### src/rtl/pc_gen_pkg.sv
// Shared constants and state encoding for the fetch PC generator.
package pc_gen_pkg;

  // Value of stall_i[0] that holds the fetch stage.
  localparam logic STOP = 1'b1;

  // Default boot/reset fetch address.
  localparam logic [31:0] REBOOT_ADDR = 32'h0000_0000;

  typedef enum logic [1:0] {
    ST_BOOT = 2'd0,
    ST_RUN  = 2'd1,
    ST_HALT = 2'd2
  } state_e;

endpackage

### src/rtl/pc_gen_sat_counter.sv
// Saturating up-counter: counts enabled cycles and sticks at all-ones.
module sat_counter #(
  parameter int unsigned CNT_W = 32
) (
  input  logic             clk_i,
  input  logic             rst_i,
  input  logic             en_i,
  output logic [CNT_W-1:0] count_o
);

  logic [CNT_W-1:0] cnt_q, cnt_d;

  // Next count: increment when enabled unless already saturated.
  always_comb begin
    cnt_d = cnt_q;
    if (en_i && (cnt_q != '1)) begin
      cnt_d = cnt_q + CNT_W'(1);
    end
  end

  // Count register, cleared asynchronously.
  always_ff @(posedge clk_i or posedge rst_i) begin
    if (rst_i) begin
      cnt_q <= '0;
    end else begin
      cnt_q <= cnt_d;
    end
  end

  assign count_o = cnt_q;

endmodule

### src/rtl/pc_gen.sv
// Fetch PC generator: boot/run/halt FSM with redirect, stall and fetch count.
module pc_gen
  import pc_gen_pkg::*;
#(
  parameter int unsigned          ADDR_W    = 32,
  parameter int unsigned          INC       = 4,
  parameter logic [ADDR_W-1:0]    RESET_VEC = ADDR_W'(REBOOT_ADDR),
  parameter int unsigned          STALL_W   = 6,
  parameter int unsigned          CNT_W     = 32
) (
  input  logic               clk_i,
  input  logic               rst_i,
  input  logic [STALL_W-1:0] stall_i,
  input  logic               flush_int_i,
  input  logic [ADDR_W-1:0]  int_pc_i,
  input  logic               flush_jump_i,
  input  logic [ADDR_W-1:0]  jump_pc_i,
  input  logic               halt_i,
  output logic [ADDR_W-1:0]  pc_o,
  output logic               ce_o,
  output logic               misalign_o,
  output logic [CNT_W-1:0]   fetch_cnt_o
);

  // Clears the sub-INC offset bits of a redirect target.
  localparam logic [ADDR_W-1:0] ALIGN_MASK = ~(ADDR_W'(INC - 1));

  state_e            state_q, state_d;
  logic [ADDR_W-1:0] pc_q, pc_d;
  logic              misalign_q, misalign_d;
  logic              cnt_en;

  // Only stall_i[0] steers fetch; the upper stage bits are deliberately unused.
  logic stall_unused;
  assign stall_unused = ^stall_i;

  // Next state, next PC, misalign flag and counter enable.
  always_comb begin
    state_d    = state_q;
    pc_d       = pc_q;
    misalign_d = 1'b0;
    cnt_en     = 1'b0;
    unique case (state_q)
      ST_BOOT: state_d = ST_RUN;
      ST_RUN: begin
        // Redirects beat halt; halt is re-evaluated on the following edge.
        if (flush_int_i) begin
          pc_d       = int_pc_i & ALIGN_MASK;
          misalign_d = |(int_pc_i & ~ALIGN_MASK);
          cnt_en     = 1'b1;
        end else if (flush_jump_i) begin
          pc_d       = jump_pc_i & ALIGN_MASK;
          misalign_d = |(jump_pc_i & ~ALIGN_MASK);
          cnt_en     = 1'b1;
        end else if (halt_i) begin
          state_d = ST_HALT;
        end else if (stall_i[0] != STOP) begin
          pc_d   = pc_q + ADDR_W'(INC);
          cnt_en = 1'b1;
        end
      end
      ST_HALT: begin
        if (flush_int_i) begin
          pc_d       = int_pc_i & ALIGN_MASK;
          misalign_d = |(int_pc_i & ~ALIGN_MASK);
          state_d    = ST_RUN;
        end else if (!halt_i) begin
          state_d = ST_RUN;
        end
      end
      default: state_d = ST_BOOT;
    endcase
  end

  // State, PC and misalign registers with asynchronous reset.
  always_ff @(posedge clk_i or posedge rst_i) begin
    if (rst_i) begin
      state_q    <= ST_BOOT;
      pc_q       <= RESET_VEC;
      misalign_q <= 1'b0;
    end else begin
      state_q    <= state_d;
      pc_q       <= pc_d;
      misalign_q <= misalign_d;
    end
  end

  sat_counter #(
    .CNT_W (CNT_W)
  ) u_fetch_cnt (
    .clk_i   (clk_i),
    .rst_i   (rst_i),
    .en_i    (cnt_en),
    .count_o (fetch_cnt_o)
  );

  assign pc_o       = pc_q;
  assign ce_o       = (state_q == ST_RUN);
  assign misalign_o = misalign_q;

endmodule

### config.mk
export PLATFORM = sky130hd
export DESIGN_NAME = pc_gen
export DESIGN_NICKNAME = d
export VERILOG_FILES = /design/src/rtl/pc_gen_pkg.sv /design/src/rtl/pc_gen_sat_counter.sv /design/src/rtl/pc_gen.sv
export SDC_FILE = /design/constraint.sdc
export NUM_CORES = 1
export LEC_CHECK = 0
export ABC_AREA = 1
export BUFFER_PORTS_ARGS = -buffer_cell sky130_fd_sc_hd__buf_2
export CAP_MARGIN = 20
export CELL_PAD_IN_SITES_DETAIL_PLACEMENT = 1
export CELL_PAD_IN_SITES_GLOBAL_PLACEMENT = 1
export CORE_MARGIN = 1
export CORE_UTILIZATION = 36
export DETAILED_ROUTE_END_ITERATION = 8
export PLACE_DENSITY = 0.87
export SYNTH_ARGS = -nofsm -noshare
export SYNTH_HDL_FRONTEND = slang
export SYNTH_HIERARCHICAL = 1
export SYNTH_SLANG_ARGS = --single-unit
### constraint.sdc
create_clock -name clk_i -period 2.1 [get_ports clk_i]
set_clock_uncertainty 0.05 [all_clocks]
set_input_delay 0.105 -clock clk_i [delete_from_list [all_inputs] [get_ports clk_i]]
set_output_delay 0.105 -clock clk_i [all_outputs]
set_load 0.05 [all_outputs]
# Word-level counts from Yosys, hierarchy flattened
# Cells that the tools add are included.
# totals
regBits	67
in_bits	75
out_inout_bits	66
word_cells	44
# classes
add_sub_neg	2
eq_ne	10
muxes	21
n_reduce_logical	7
# ops
cell	n
32-bit 2-to-1 mux	5
32-bit case mux with 2 select lines	1
32-bit by 1-bit adder with 32-bit output (second input constant)	1
32-bit by 3-bit adder with 32-bit output (second input constant)	1
32-bit inequality test (second input constant)	1
2-bit 2-to-1 mux	5
1-bit 2-to-1 mux	8
2-bit inequality test (second input constant)	4
4-bit inequality test (second input constant)	2
4-bit AND reduction	2
2-bit case mux with 3 select lines	1
2-bit OR reduction	2
3-bit inequality test (second input constant)	1
2-bit by 1-bit equality test with 1-bit output (second input constant)	1
2-bit equality test (second input constant)	1
2-bit zero test	1
1-bit case mux with 2 select lines	1
2-bit nonzero test	1
1-bit logical AND	1

# Logic depth before layout (Yosys ltp)
# depth
ltp_word	6
ltp_mapped	11
mapped_depth_nobuf	10

# Hierarchy
# Netlist, hierarchy kept.
# by_module_without_submodules
module	instances	cells_per_inst	area_each_um2	seq_area_each_um2
pc_gen	1	517	3027.9	825.8
sat_counter	1	361	2257.2	800.8

# Worst setup path before layout
# Ideal clock, no wire load.
# synth_timing
kind	reg-to-reg
from	reg state_q[1]
to	reg u_fetch_cnt.cnt_q[10] (netlist: u_fetch_cnt/count_o[10])
setup_ps	65
arrival_ps	1996
slack_ps	-11
path_stages_with_launch	11
path_buffers	2
synth_period_minus_slack_ps	2111
path_cell_list	dfrtp_1 -> inv_1 -> ha_1 -> o21ai_2 -> a21oi_4 -> inv_1 -> a21oi_1 -> buf_6 -> buf_6 -> nand2_1 -> nand2_1
# synth_between
elab_chain_len	3
# synth_rtl
item	line	source
from (decl)	pc_gen.sv:28	state_e state_q, state_d;
from (signal assigned)	pc_gen.sv:82	state_q <= state_d;
2-bit by 1-bit equality test with 1-bit output	-	
named net ce_o	pc_gen.sv:20	output logic ce_o,
1-bit 2-to-1 mux	pc_gen.sv:43	unique case (state_q)
named net cnt_en	pc_gen.sv:31	logic cnt_en;
1-bit logical AND	pc_gen_sat_counter.sv:16	if (en_i && (cnt_q != '1)) begin
to (signal assigned)	pc_gen_sat_counter.sv:26	cnt_q <= cnt_d;
to (decl)	pc_gen_sat_counter.sv:11	logic [CNT_W-1:0] cnt_q, cnt_d;
# The timed path passes the listed nets, and every way through them passes these cells.
# A chain may end at the register's enable or synchronous reset.

# Worst setup path after layout
# layout_timing
from	reg state_q[0]
to	reg pc_q[23] (netlist: pc_o[23])
# layout_between
elab_chain_len	3
# layout_rtl
item	line	source
2-bit by 1-bit equality test with 1-bit output / 2-bit equality test (equally long branches)	pc_gen.sv:43	
4-bit inequality test (no source line), or another cell as far along	-	
4-bit AND reduction (no source line)	-	
to (signal assigned)	pc_gen.sv:83	pc_q <= pc_d;
to (decl)	pc_gen.sv:29	logic [ADDR_W-1:0] pc_q, pc_d;
# Parallel ways exist; a longest one is shown, timed or not.

==> impl_metrics.tcl <==
set metrics [dict create \
    cts_max_level 3 \
    crit_path_end "pc_o[23]" \
    p_per_area_mw_per_mm2 1259 \
    crit_path_end_kind "flip-flop" \
    status "completed" \
    start_kind "flip-flop" \
    post_cts_buffers 0 \
    dr_total_vias 5911 \
    path_clk_slew_ns 0.06 \
    synth_top_family_by_area "simple AND/OR/NAND/NOR gates" \
    clock-sinks 65 \
    seq_area_frac_synth_pct 30.78 \
    r2r-start "state_q[0]" \
    start_util_pct 37.49 \
    peakVddDrop_uv 932.9 \
    layout_common_cells "nand2_1 (367), nor2_1 (138), buf_2 (133), inv_1 (102), dfrtp_1 (64)" \
    yosysUniqueCellTypes 43 \
    hpwl_um 13220 \
    grt_pass1_vias 6105 \
    drcViolationCount 0 \
    hold_path.class "in -> reg" \
    rrSetupSlack_ns 0.18 \
    synth_edf_count 0 \
    synth-main-ff-cell "dfrtp_1" \
    gp_congestion 0.8974 \
    cp.required_ns 2.30 \
    p_leak_nw 3.631 \
    synthCells 878 \
    synth_seq_cells 65 \
    relSlewSlack_pct 66.68 \
    antenna_found_initial 1 \
    power.share.combinational_pct 53.1 \
    fin_crit_ns 1.923 \
    fin_cells 1199 \
    critPathArrivalTime_ns 2.12 \
    synth_xor_area_share_pct 2.320 \
    io_buffers 133 \
    io_pins 141 \
    drv_cap 0 \
    sw_frac_of_total_pct 51.53 \
    synthAdderAreaFrac_pct 1.184 \
    path_class "reg -> reg" \
    overflow 0 \
    setup_viol 0 \
    routed_wirelength_um 17320 \
    fmax_ghz 0.5201 \
    clkPwrFrac_pct 20.7 \
    drive_above_1_share_pct 19.06 \
    ctsLongestPathBuffers 2 \
    p_seq_share_pct 26.2 \
    place_inst 1180 \
    tightest_slew_ns 0.4980 \
    syn_to_final_growth_pct 22.77 \
    total_power_mw 8.166 \
    grt_pass1_wl_um 29210 \
    cp_max_fo 21 \
    synth.avg_cell_area_um2 6.019 \
    r2r_cells 8 \
    net-switching-power_mw 4.208 \
    stdcell_area_mm2 0.006489 \
    yosys.area_share.simple_pct 44.44 \
    die_y_um 123.2 \
    fill_cells 1973 \
    yosysWarnings 6 \
    rsz0062_at_grt "no" \
    track_usage_pct 24.64 \
    cts_root_buffer "clkbuf_16" \
    cts_made_buffers 9 \
    crit_start "state_q[0]" \
    r2r-end "pc_o[23]" \
    drt_first_pass_iters 4 \
    final_hold_viol_count 0 \
    synth_compound_area_share_pct 10.13 \
    placed_area_mm2 0.006117 \
    fin_crit_sh_pct 91.57 \
    synthMuxAreaShare_pct 0 \
    core_mm2 0.01410 \
    dieArea_mm2 0.01517 \
    netlist_area_mm2 0.005285 \
    seq_area_mm2 0.001628 \
    clock_latency_ns 0.34 \
    rows 43 \
    initialDrtViolationCount 204 \
    async_flop_share_pct 100.0 \
    vias_per_cell 4.930 \
    final_antenna_net_count 0 \
    fp.dieW_um 123.2 \
    layout_commonest_cell "nand2_1" \
    final_nets 1093 \
    grt_max_degree 40 \
    drv_slew 0 \
    p_int_mw 3.958 \
    routedWlPerCell_um 14.44 \
    multi_input_area_mm2 0.003100 \
    setup_tns_ns 0 \
    cts_tree "done" \
]
-- worst min-delay path by stage --
stage,start,end,slack [ns],cells after the start
2_1_floorplan,rst_i,u_fetch_cnt/count_o[10],0.17,1
3_3_place_gp,rst_i,u_fetch_cnt/count_o[1],0.18,3
3_5_place_dp,rst_i,u_fetch_cnt/count_o[17],0.18,3
4_1_cts,int_pc_i[4],pc_o[4],0.004,3
5_1_grt,int_pc_i[2],pc_o[2],0.06,3
6_report,int_pc_i[4],pc_o[4],0.01,3
-- layout make-up --
type                    count  area share (%)
repair buffers            146           12.24
clock buffers              11           3.895
multi-input cells         683           47.78
inverters                 108           6.286
clock inverters             5           1.196
flip-flops and latches     65           25.09
diodes                      1         0.03857
well taps                 180           3.471
-- registers in the layout, indices dropped and copies added, names as in the netlist --
name and count:
pc_o 30, misalign_o 1, u_fetch_cnt/count_o 32, state_q 2
-- metrics by stage --
stage | util (%) | hold slack, ns | setup slack [ns]
floorplan | - | 0.1711 | 0.04702
global placement | 43.40 | 0.1778 | 0.1860
detailed placement | 43.40 | 0.1804 | 0.1445
CTS | 45.81 | 0.003854 | 0.08138
global route | 46.01 | 0.06170 | 0.003780
finish | 46.03 | 0.01147 | 0.1771
-- layer usage --
metal | global-route usage [%] | wire length, µm | part of all wire (%)
met1 | 28.83 | 7474 | 43
met2 | 44.13 | 8691 | 50
met3 | 3.875 | 687 | 4.0
met4 | 10.84 | 463 | 2.7
met5 | 0 | 0 | 0
-- worst max-delay path, cell delays in order (launching register included) --
cell and delay, ns:
dfrtp_1 0.38, inv_1 0.10, ha_1 0.29, clkinv_1 0.20, nor2_1 0.21, o22ai_4 0.12
buf_4 0.22, nand2_1 0.07, a21boi_1 0.19
-- cell usage after synthesis, types with 2 or more instances --
cell type / instances / area (µm²)
a22oi_1: 3 / 22.52
buf_4: 5 / 37.54
o211ai_1: 2 / 15.01
o21ai_0: 30 / 150.1
nand2_2: 3 / 18.77
ha_1: 5 / 62.56
clkbuf_1: 5 / 18.77
o21ai_1: 4 / 20.02
nand2_4: 3 / 33.78
a21boi_2: 4 / 45.04
nor2_2: 6 / 37.54
xnor2_1: 6 / 52.55
dfrtp_1: 65 / 1627
buf_8: 2 / 30.03
buf_2: 4 / 20.02
nand3b_1: 2 / 15.01
xor2_1: 8 / 70.07
clkinv_1: 2 / 7.510
inv_1: 102 / 382.9
a21oi_1: 13 / 65.06
nand3_1: 43 / 215.2
a21boi_1: 20 / 150.1
nand4_1: 4 / 25.02
inv_2: 3 / 11.26
buf_6: 6 / 67.56
nor3_1: 5 / 25.02
nand2_1: 368 / 1381
nor2_1: 140 / 525.5
-- power by group through the flow --
stage | registers, mW | clock network, mW | logic [mW]
floorplan | 3.19 | 0 | 2.24
global placement | 2.14 | 0 | 4.20
detailed placement | 2.15 | 0 | 4.32
CTS | 2.13 | 1.73 | 4.36
global route | 2.20 | 1.78 | 4.77
finish | 2.14 | 1.69 | 4.34
-- repair_timing --
| item | in CTS | in global routing |
|---|---|---|
| endpoints found under the setup margin | 0 | 6 |
| hold buffers | 1 | 0 |
| hold endpoints to repair | 65 | 0 |
| gates resized for setup | 0 | 5 |
-- cell families after synthesis --
| kind of cell | count (synthesis) |
|---|---|
| xor+xnor | 14 |
| simple gates | 580 |
| buf+inv | 131 |
| flops | 65 |
| compound gates | 82 |
| other cells | 1 |
| fa+ha+maj | 5 |
Power figures use the tool's default switching activity.
